### src/rtl/debug_loader_ctrl.sv
`default_nettype none
// ============================================================================
// Module   : debug_loader_ctrl
// Purpose  : UART-driven debug controller for the MIPS pipeline. Loads a
//            program into instruction memory, runs the CPU in continue or
//            single-step mode and reports PC plus executed cycle count.
// Revision : 1.0 - initial release
// ============================================================================
module debug_loader_ctrl #(
  parameter int                     NB_DATA     = 32,
  parameter int                     N_BITS_DATA = 8,
  parameter int                     NB_ADDR     = 8,
  parameter logic [N_BITS_DATA-1:0] MODE_STEP   = 8'h0F,
  parameter logic [N_BITS_DATA-1:0] MODE_CONT   = 8'hF0
) (
  input  logic                   clock,
  input  logic                   reset,
  input  logic [N_BITS_DATA-1:0] rx_data_i,
  input  logic                   rx_valid_i,
  input  logic                   tx_done_i,
  output logic                   tx_start_o,
  output logic [N_BITS_DATA-1:0] tx_data_o,
  input  logic [NB_DATA-1:0]     pc_i,
  input  logic                   halt_i,
  output logic                   imem_wr_en_o,
  output logic [NB_ADDR-1:0]     imem_addr_o,
  output logic [NB_DATA-1:0]     imem_data_o,
  output logic                   cpu_en_o,
  output logic                   busy_o
);

  localparam int BYTES_PER_WORD = NB_DATA / N_BITS_DATA;
  localparam int BIDX_W         = $clog2(BYTES_PER_WORD);
  localparam int RIDX_W         = $clog2(BYTES_PER_WORD + 1);

  typedef enum logic [2:0] {
    S_IDLE      = 3'd0,
    S_LOAD      = 3'd1,
    S_WAIT_MODE = 3'd2,
    S_RUN       = 3'd3,
    S_STEP_WAIT = 3'd4,
    S_STEP_EXEC = 3'd5,
    S_SEND      = 3'd6
  } state_e;

  state_e                           state_q;
  logic [N_BITS_DATA-1:0]           n_q;
  logic [NB_ADDR-1:0]               word_cnt_q;
  logic [BIDX_W-1:0]                byte_idx_q;
  logic [NB_DATA-1:0]               word_q;
  logic [N_BITS_DATA-1:0]           cyc_q;
  logic [N_BITS_DATA-1:0]           cyc_snap_q;
  logic [NB_DATA-1:0]               pc_snap_q;
  logic [RIDX_W-1:0]                rpt_idx_q;
  logic                             send_first_q;
  logic                             final_q;
  logic                             step_rpt_q;

  logic [NB_DATA-1:0]               w_word;
  logic [RIDX_W-1:0]                w_rpt_next;
  logic [NB_DATA+N_BITS_DATA-1:0]   w_report;
  logic [N_BITS_DATA-1:0]           w_tx_next;

  // Merge the incoming byte into the partially assembled word at its lane.
  always_comb begin
    w_word = (word_q & ~(NB_DATA'({N_BITS_DATA{1'b1}}) << (int'(byte_idx_q) * N_BITS_DATA)))
           | (NB_DATA'(rx_data_i) << (int'(byte_idx_q) * N_BITS_DATA));
  end

  // Pick the next report byte: PC bytes LSB first, cycle count last.
  always_comb begin
    w_rpt_next = rpt_idx_q + RIDX_W'(1);
    w_report   = {cyc_snap_q, pc_snap_q};
    w_tx_next  = N_BITS_DATA'(w_report >> (int'(w_rpt_next) * N_BITS_DATA));
  end

  // Main controller: state, counters and all registered outputs.
  always_ff @(posedge clock or negedge reset) begin
    if (!reset) begin
      state_q      <= S_IDLE;
      n_q          <= '0;
      word_cnt_q   <= '0;
      byte_idx_q   <= '0;
      word_q       <= '0;
      cyc_q        <= '0;
      cyc_snap_q   <= '0;
      pc_snap_q    <= '0;
      rpt_idx_q    <= '0;
      send_first_q <= 1'b0;
      final_q      <= 1'b0;
      step_rpt_q   <= 1'b0;
      tx_start_o   <= 1'b0;
      tx_data_o    <= '0;
      imem_wr_en_o <= 1'b0;
      imem_addr_o  <= '0;
      imem_data_o  <= '0;
      cpu_en_o     <= 1'b0;
      busy_o       <= 1'b0;
    end else begin
      tx_start_o   <= 1'b0;
      imem_wr_en_o <= 1'b0;

      // Executed-cycle counter saturates instead of wrapping.
      if (cpu_en_o && (cyc_q != '1)) begin
        cyc_q <= cyc_q + N_BITS_DATA'(1);
      end

      case (state_q)
        S_IDLE: begin
          if (rx_valid_i && (rx_data_i != '0)) begin
            n_q        <= rx_data_i;
            word_cnt_q <= '0;
            byte_idx_q <= '0;
            cyc_q      <= '0;
            busy_o     <= 1'b1;
            state_q    <= S_LOAD;
          end
        end

        S_LOAD: begin
          if (rx_valid_i) begin
            word_q <= w_word;
            if (byte_idx_q == BIDX_W'(BYTES_PER_WORD - 1)) begin
              byte_idx_q   <= '0;
              imem_wr_en_o <= 1'b1;
              imem_addr_o  <= word_cnt_q;
              imem_data_o  <= w_word;
              word_cnt_q   <= word_cnt_q + NB_ADDR'(1);
              if (word_cnt_q == NB_ADDR'(n_q - N_BITS_DATA'(1))) begin
                state_q <= S_WAIT_MODE;
              end
            end else begin
              byte_idx_q <= byte_idx_q + BIDX_W'(1);
            end
          end
        end

        S_WAIT_MODE: begin
          if (rx_valid_i) begin
            if (rx_data_i == MODE_CONT) begin
              cpu_en_o <= 1'b1;
              state_q  <= S_RUN;
            end else if (rx_data_i == MODE_STEP) begin
              state_q <= S_STEP_WAIT;
            end
          end
        end

        S_RUN: begin
          if (halt_i) begin
            cpu_en_o     <= 1'b0;
            final_q      <= 1'b1;
            step_rpt_q   <= 1'b0;
            send_first_q <= 1'b1;
            state_q      <= S_SEND;
          end else begin
            cpu_en_o <= 1'b1;
          end
        end

        S_STEP_WAIT: begin
          // A CPU that has already halted gets its final report immediately.
          if (halt_i) begin
            final_q      <= 1'b1;
            step_rpt_q   <= 1'b0;
            send_first_q <= 1'b1;
            state_q      <= S_SEND;
          end else if (rx_valid_i) begin
            if (rx_data_i == MODE_STEP) begin
              cpu_en_o <= 1'b1;
              state_q  <= S_STEP_EXEC;
            end else if (rx_data_i == MODE_CONT) begin
              cpu_en_o <= 1'b1;
              state_q  <= S_RUN;
            end
          end
        end

        S_STEP_EXEC: begin
          cpu_en_o     <= 1'b0;
          step_rpt_q   <= 1'b1;
          send_first_q <= 1'b1;
          state_q      <= S_SEND;
        end

        S_SEND: begin
          if (send_first_q) begin
            // First SEND cycle: the CPU has settled after its last enable,
            // so PC, cycle count and halt status are sampled here.
            send_first_q <= 1'b0;
            pc_snap_q    <= pc_i;
            cyc_snap_q   <= cyc_q;
            if (step_rpt_q) begin
              final_q <= halt_i;
            end
            rpt_idx_q  <= '0;
            tx_data_o  <= pc_i[N_BITS_DATA-1:0];
            tx_start_o <= 1'b1;
          end else if (tx_done_i && !tx_start_o) begin
            if (rpt_idx_q == RIDX_W'(BYTES_PER_WORD)) begin
              rpt_idx_q <= '0;
              final_q   <= 1'b0;
              if (final_q) begin
                busy_o  <= 1'b0;
                state_q <= S_IDLE;
              end else begin
                state_q <= S_STEP_WAIT;
              end
            end else begin
              rpt_idx_q  <= w_rpt_next;
              tx_data_o  <= w_tx_next;
              tx_start_o <= 1'b1;
            end
          end
        end

        default: begin
          state_q <= S_IDLE;
        end
      endcase
    end
  end

endmodule
`default_nettype wire
### config.mk
export PLATFORM = sky130hd
export DESIGN_NAME = debug_loader_ctrl
export DESIGN_NICKNAME = d
export VERILOG_FILES = /design/src/rtl/debug_loader_ctrl.sv
export SDC_FILE = /design/constraint.sdc
export NUM_CORES = 1
export LEC_CHECK = 0
export CORE_ASPECT_RATIO = 1.75
export CORE_UTILIZATION = 40
export CTS_BUF_LIST = sky130_fd_sc_hd__clkbuf_4 sky130_fd_sc_hd__clkbuf_8 sky130_fd_sc_hd__clkbuf_16
export DETAILED_ROUTE_END_ITERATION = 12
export GPL_ROUTABILITY_DRIVEN = 0
export PLACE_DENSITY_LB_ADDON = 0.1
export SLEW_MARGIN = 0
export SYNTH_ARGS = -nofsm -noshare
export SYNTH_HDL_FRONTEND = slang
export SYNTH_SLANG_ARGS = --single-unit
### constraint.sdc
create_clock -name clock -period 2.81 [get_ports clock]
set_input_delay 0.281 -clock clock [delete_from_list [all_inputs] [get_ports clock]]
set_output_delay 0.281 -clock clock [all_outputs]
set_load 0.02 [all_outputs]
==> flow_summary.toml, run 1 <==
[clock_tree]
numCtsBuffers = 17
post-cts-setup-buffers = 0
clock_sinks = 151
htreeDepth = 4
worstSkewPairLatency_ps = 420
cts_resized = 0
cts_hold_buf = 1
path_clk_slew_ps = 60
tritoncts = "yes"
cts-root-buf = "clkbuf_16"
cts.path.max_buffers = 2

[timing]
period_needed_ps = 2320
setup_viol = 0
worst_clock_skew_ps = 10.6
max_freq_ghz = 0.431
tns_ps = 0
rsz0062_at_grt = "no"
worst-slew-pin-transition_ps = 920
worst_slack_ps = 491
timing.final.crit_share_pct = 82.5
report.final.slew_viol_count = 0
slew_headroom_pct = 38.7
hold_viol = 0

[critical_path]
end_kind = "flip-flop"
required_ps = 3110
r2r-start = "n_q[0]$_DFFE_PN0P_"
worstSetupPathType = "flip-flop to flip-flop"
worst_setup_path_start_kind = "flip-flop"
worstPathArrival_ps = 2620
crit_start = "n_q[0]$_DFFE_PN0P_"
reg2reg_depth = 5
cp_max_fo = 4

[drt]
dr.pass1.iters = 5
viasPerCell = 5.38
wl_per_cell_um = 18.0
first_iter_violations = 310
antenna_left = 0
vias = 5460
drc = 0
drt_wl_total_um = 18300

[synth]
synth_top_family_by_area = "compound AO/OA/AOI/OAI gates"
synthSimpleGateAreaFrac_pct = 14.0
synth.distinct_cells = 59
yosysTopAreaCellShare_pct = 52.9
synth-xor-area-share_pct = 3.03
synth_mux_area_share_pct = 10.7
synth.net_count = 720
synth_edf_count = 0
synthAdderAreaFrac_pct = 1.58
avgSynthCellArea_um2 = 10.7
ys.flop_type = "dfrtp_1"
synth_compound_area_share_pct = 14.6
async_flop_share_pct = 100
synth_area_mm2 = 0.00715
synth.yosys.warnings = 0
ys_seq_area_share_pct = 52.9
synth_top_area_cell = "dfrtp_1"
ys_ff_latch = 151
syn-instance-count = 666
synth.top_cells.by_area = "dfrtp_1 53%, mux2_2 7.7%, nand2_1 4.3%"

[global_route]
grt_pass1_vias = 5749
grt_pass1_wl_um = 29200
grt_antenna_before_repair = 1
track_usage_pct = 21.1
overflow = 0
grt_max_degree = 73

[pwr]
power_frac_comb_pct = 35.1
irDropWorstVdd_uv = 482
p_int_mw = 5.96
power.clock.fraction_pct = 27.8
p_seq_share_pct = 37.1
p_leak_nw = 4.03
power.switching_mw = 2.98
powerDensity_mw_per_mm2 = 979
switching_share_pct = 33.4

[layout]
multiInputGateArea_mm2 = 0.00314
final_common_cell = "dfrtp_1"
syn2layout_area_growth_pct = 27.8
antenna_cells = 0
layout_common_cells = "151 x dfrtp_1, 95 x clkdlybuf4s50_1, 81 x nand2_1, 53 x a21oi_1"
seqCellArea_mm2 = 0.00378
nets = 825
nFillCells = 1634
drive_gt1_share_pct = 16.1

[floorplanning]
core_area_mm2 = 0.0175
die_h_um = 179
rows = 64
die_area_mm2 = 0.0184
die_x_um = 103
start_util_pct = 40.9
ios = 97

[hold_path]
hold_path_class = "primary input to async pin"

[placement]
pre_cts_slack_ps = 310
dp_hpwl_um = 13200
numPortBuffers = 96

[run_status]
status = "finished, final reports clean"

[flow_run]
max_cap_violations = 0
## layer usage
| layer | vias to the layer above | part of all wire [%] | global-route usage (%) |
|---|---|---|---|
| li1 | 2585 | - | - |
| met3 | 35 | 3.4 | 3.82 |
| met4 | 0 | 3.4 | 10.2 |
| met1 | 2690 | 39 | 23.1 |
| met2 | 150 | 54 | 38.4 |
| met5 | - | 0 | 0 |
## path summary, 6_finish.rpt
kind / end / slack [ps]
worst max register to register: state_q[0]$_DFFE_PN0P_ / 490
worst min-delay path: imem_wr_en_o$_DFF_PN0_ / 420
max in group asynchronous: pc_snap_q[25]$_DFFE_PN0P_ / 1610
worst max-delay path: state_q[0]$_DFFE_PN0P_ / 490
worst min register to register: imem_data_o[8]$_DFFE_PN0P_ / 480
min in group clock: pc_snap_q[29]$_DFFE_PN0P_ / 470
## Yosys cell counts, types with 2 or more instances
cell type and count:
or3_1 2, nand2_1 81, inv_1 16, mux2i_1 3, nor2b_1 27, a221o_1 2
nand2b_1 4, o31ai_1 2, o41ai_1 2, o22ai_1 2, mux2_2 49, a21oi_1 53
o31a_1 2, xnor2_1 11, and2_1 5, and3_1 8, o211ai_1 3, nand3b_1 8
o21ai_0 49, nor3_1 9, buf_1 3, nor2_1 30, or4_1 4, xor2_1 11
clkbuf_1 27, a22o_1 33, nand4_1 8, nand3_1 4, nor4_1 4, a211o_1 2
buf_2 9, dfrtp_1 151, ha_1 9, mux4_2 8
## logic make-up after synthesis
kind of cell    after synthesis
simple gates                201
compound gates              165
flops                       151
mux                          60
buf+inv                      57
xor+xnor                     23
fa+ha+maj                     9
## through the flow
step	util [%]	hold slack (ps)	power, mW	instances	cell area, µm²
after floorplan	-	-14.6	5.49	666	7150
after global placement	48.5	295	6.41	982	8470
after detailed placement	48.5	308	6.50	982	8470
after CTS	52.3	434	9.04	1015	9130
after global routing	52.3	467	9.48	1015	9130
final	52.3	419	8.94	1015	9130
## worst max-delay path, stage by stage, from the launching register on
cell and delay, ps:
dfrtp_1 420, or4_4 550, or4b_1 480, a21oi_1 180
a41oi_1 270, a211o_1 300
## power by group through the flow
stage / Combinational, mW / Clock [mW] / Sequential, mW
finish: 3.14 / 2.48 / 3.32
global route: 3.46 / 2.61 / 3.41
CTS: 3.17 / 2.55 / 3.32
detailed placement: 3.15 / 0 / 3.35
global placement: 3.09 / 0 / 3.32
floorplan: 2.17 / 0 / 3.32
## layout make-up
class / instances / area share, %
flip-flops and latches: 151 / 41.4
clock inverters: 12 / 2.08
well taps: 231 / 3.16
inverters: 17 / 0.699
repair buffers: 126 / 13.3
multi-input cells: 458 / 34.3
clock buffers: 20 / 5.04
## registers in the layout, summed over array words and instances, names as in the netlist
name and count:
busy_o 1, byte_idx_q 2, cyc_q 8, tx_data_o 8, cyc_snap_q 8, imem_addr_o 8
cpu_en_o 1, rpt_idx_q 3, send_first_q 1, imem_data_o 32, step_rpt_q 1, final_q 1
tx_start_o 1, state_q 3, n_q 8, imem_wr_en_o 1, word_cnt_q 8, word_q 24
pc_snap_q 32
Note: power is estimated with default switching activity, not from simulation.
==> run 2: changes to the inputs <==
clock period = 2.05 ns   (was 2.81 ns; I/O delays follow)
==> run 2 against run 1 <==
Count of clock-buffer cells in the layout fell by 1. Routed wire length down 0.22%. Utilization is 2.0 points higher. Maximum frequency grew 9.2%. Setup slack got worse by 560 ps. Global-route usage increased by 0.13 points. Non-clock buffer count up 48. The flow now finishes with violations (negative setup slack). Combinational power grew 54%. Critical path depth is the same.
==> flow_summary.toml, run 2 (same netlist as run 1, synthesis figures left out) <==
[critical_path]
reg2reg_depth = 5
ff2ff_setup_slack_ps = -70
end_kind = "flip-flop"
crit_start = "n_q[0]$_DFFE_PN0P_"
worstPathArrival_ps = 2430
worst_setup_path_start_kind = "flip-flop"
cp_max_fo = 2
r2r_end = "state_q[0]$_DFFE_PN0P_"
path_cells = "or4_4 -> or4b_4 -> a21oi_2 -> a41oi_2 -> a211o_1"
crit_slowest_cell = "or4_4"
worst_path_largest_cell_delay_ps = 540
cp_top_family = "simple AND/OR/NAND/NOR gates"
critical_path_buf_inv_count = 0
r2r-start = "n_q[0]$_DFFE_PN0P_"
worstSetupPathType = "flip-flop to flip-flop"
required_ps = 2360

[drt]
wl_per_cell_um = 17.2
vias = 5599
antenna_left = 0
drt_wl_total_um = 18300
first_iter_violations = 181
viasPerCell = 5.27
dr.pass1.iters = 4
drc = 0

[floorplanning]
core_area_mm2 = 0.0175
ios = 97
die_area_mm2 = 0.0184
rows = 64
start_util_pct = 40.9
die_x_um = 103
die_h_um = 179

[clock_tree]
cts-root-buf = "clkbuf_16"
clock_sinks = 151
cts.path.max_buffers = 2
worstSkewPairLatency_ps = 420
tritoncts = "yes"
htreeDepth = 4
numCtsBuffers = 17
path_clk_slew_ps = 60

[layout]
final_common_cell = "dfrtp_1"
antenna_cells = 0
layout_common_cells = "151 x dfrtp_1, 95 x clkdlybuf4s50_1, 81 x nand2_1, 74 x buf_4, 52 x a21oi_1"
top_regs = "imem_data_o: 32 flops, pc_snap_q: 32 flops, word_q: 24 flops"
drive_gt1_share_pct = 21.6
final_core_util_pct = 54.4
nets = 873
fin_cells = 1063
syn2layout_area_growth_pct = 32.8
fin_area_mm2 = 0.00949

[timing]
worst_slack_ps = -73.2
period_needed_ps = 2120
setup_viol = 2
rsz0062_at_grt = "yes"
timing.final.crit_share_pct = 104
fin_hold_ws_ps = 308
max_freq_ghz = 0.471
worst_clock_skew_ps = 8.56
worst-slew-pin-transition_ps = 599
report.final.slew_viol_count = 0
hold_viol = 0
slew_headroom_pct = 59.9

[pwr]
p_total_mw = 12.5
irDropWorstVdd_uv = 829
powerDensity_mw_per_mm2 = 1320
p_leak_nw = 4.25

[flow_run]
max_cap_violations = 0

[run_status]
violations = "negative setup slack"
status = "finished with violations"

[global_route]
grt_pass1_vias = 5904
grt_max_degree = 56
track_usage_pct = 21.3
grt_pass1_wl_um = 29500
overflow = 0
grt_antenna_before_repair = 0

[placement]
dp_hpwl_um = 13400
post_dp_cell_area_mm2 = 0.00884
numPortBuffers = 96
dp_cells = 1030

[hold_path]
hold_path_class = "primary input to async pin"
-- run 2: changes by cell type in the layout (fill, tap and decap cells not counted), sizes merged --
cell,previous run,this run
buf,30,78
clkinv,2,6
inv,21,17
clkinvlp,2,4
bufinv,4,3
clkbuf,20,19
-- run 2: through the flow --
step | TNS [ps] | setup slack, ps
after global placement | -817 | -281
after CTS | -143 | -90.2
after floorplan | 0 | 1.45
after detailed placement | -1280 | -296
final | -107 | -73.2
after global routing | -214 | -114
-- run 2: metal layers --
layer / up-vias / wire length, µm / track usage, %
li1: 2673 / - / -
met1: 2790 / 7250 / 23.1
met2: 112 / 9960 / 38.9
met3: 24 / 554 / 4.17
met4: 0 / 505 / 9.68
met5: - / 0 / 0
-- run 2: worst max-delay path by stage --
stage,to,slack [ps],cells after the start
4_1_cts,state_q[0]$_DFFE_PN0P_,-90,5
5_1_grt,state_q[0]$_DFFE_PN0P_,-110,5
3_3_place_gp,state_q[2]$_DFFE_PN0P_,-280,6
6_report,state_q[0]$_DFFE_PN0P_,-70,5
3_5_place_dp,state_q[2]$_DFFE_PN0P_,-300,6
2_1_floorplan,tx_data_o[3]$_DFFE_PN0P_,1,9
-- run 2: area by class of cell --
cell class | count | area [µm²]
tap | 231 | 289
clock buffer | 19 | 453
clock inverter | 13 | 154
multi-input combinational | 458 | 3160
inverter | 17 | 63.8
timing repair buffer | 174 | 1590
fill | 1586 | 7970
sequential | 151 | 3780
-- run 2: repair_timing --
action | in CTS | in global routing
gates resized for setup | 4 | 4
setup endpoints to repair | 2 | 5
endpoints found under the hold margin | 50 | 0
hold buffers | 1 | 0
setup buffers | 0 | 0
pin swaps | 2 | 1
-- run 2: where the power goes --
part | internal, mW | switching (mW) | total (mW)
sequential | 3.91 | 0.613 | 4.53
clock | 1.97 | 1.22 | 3.19
combinational | 2.52 | 2.30 | 4.82
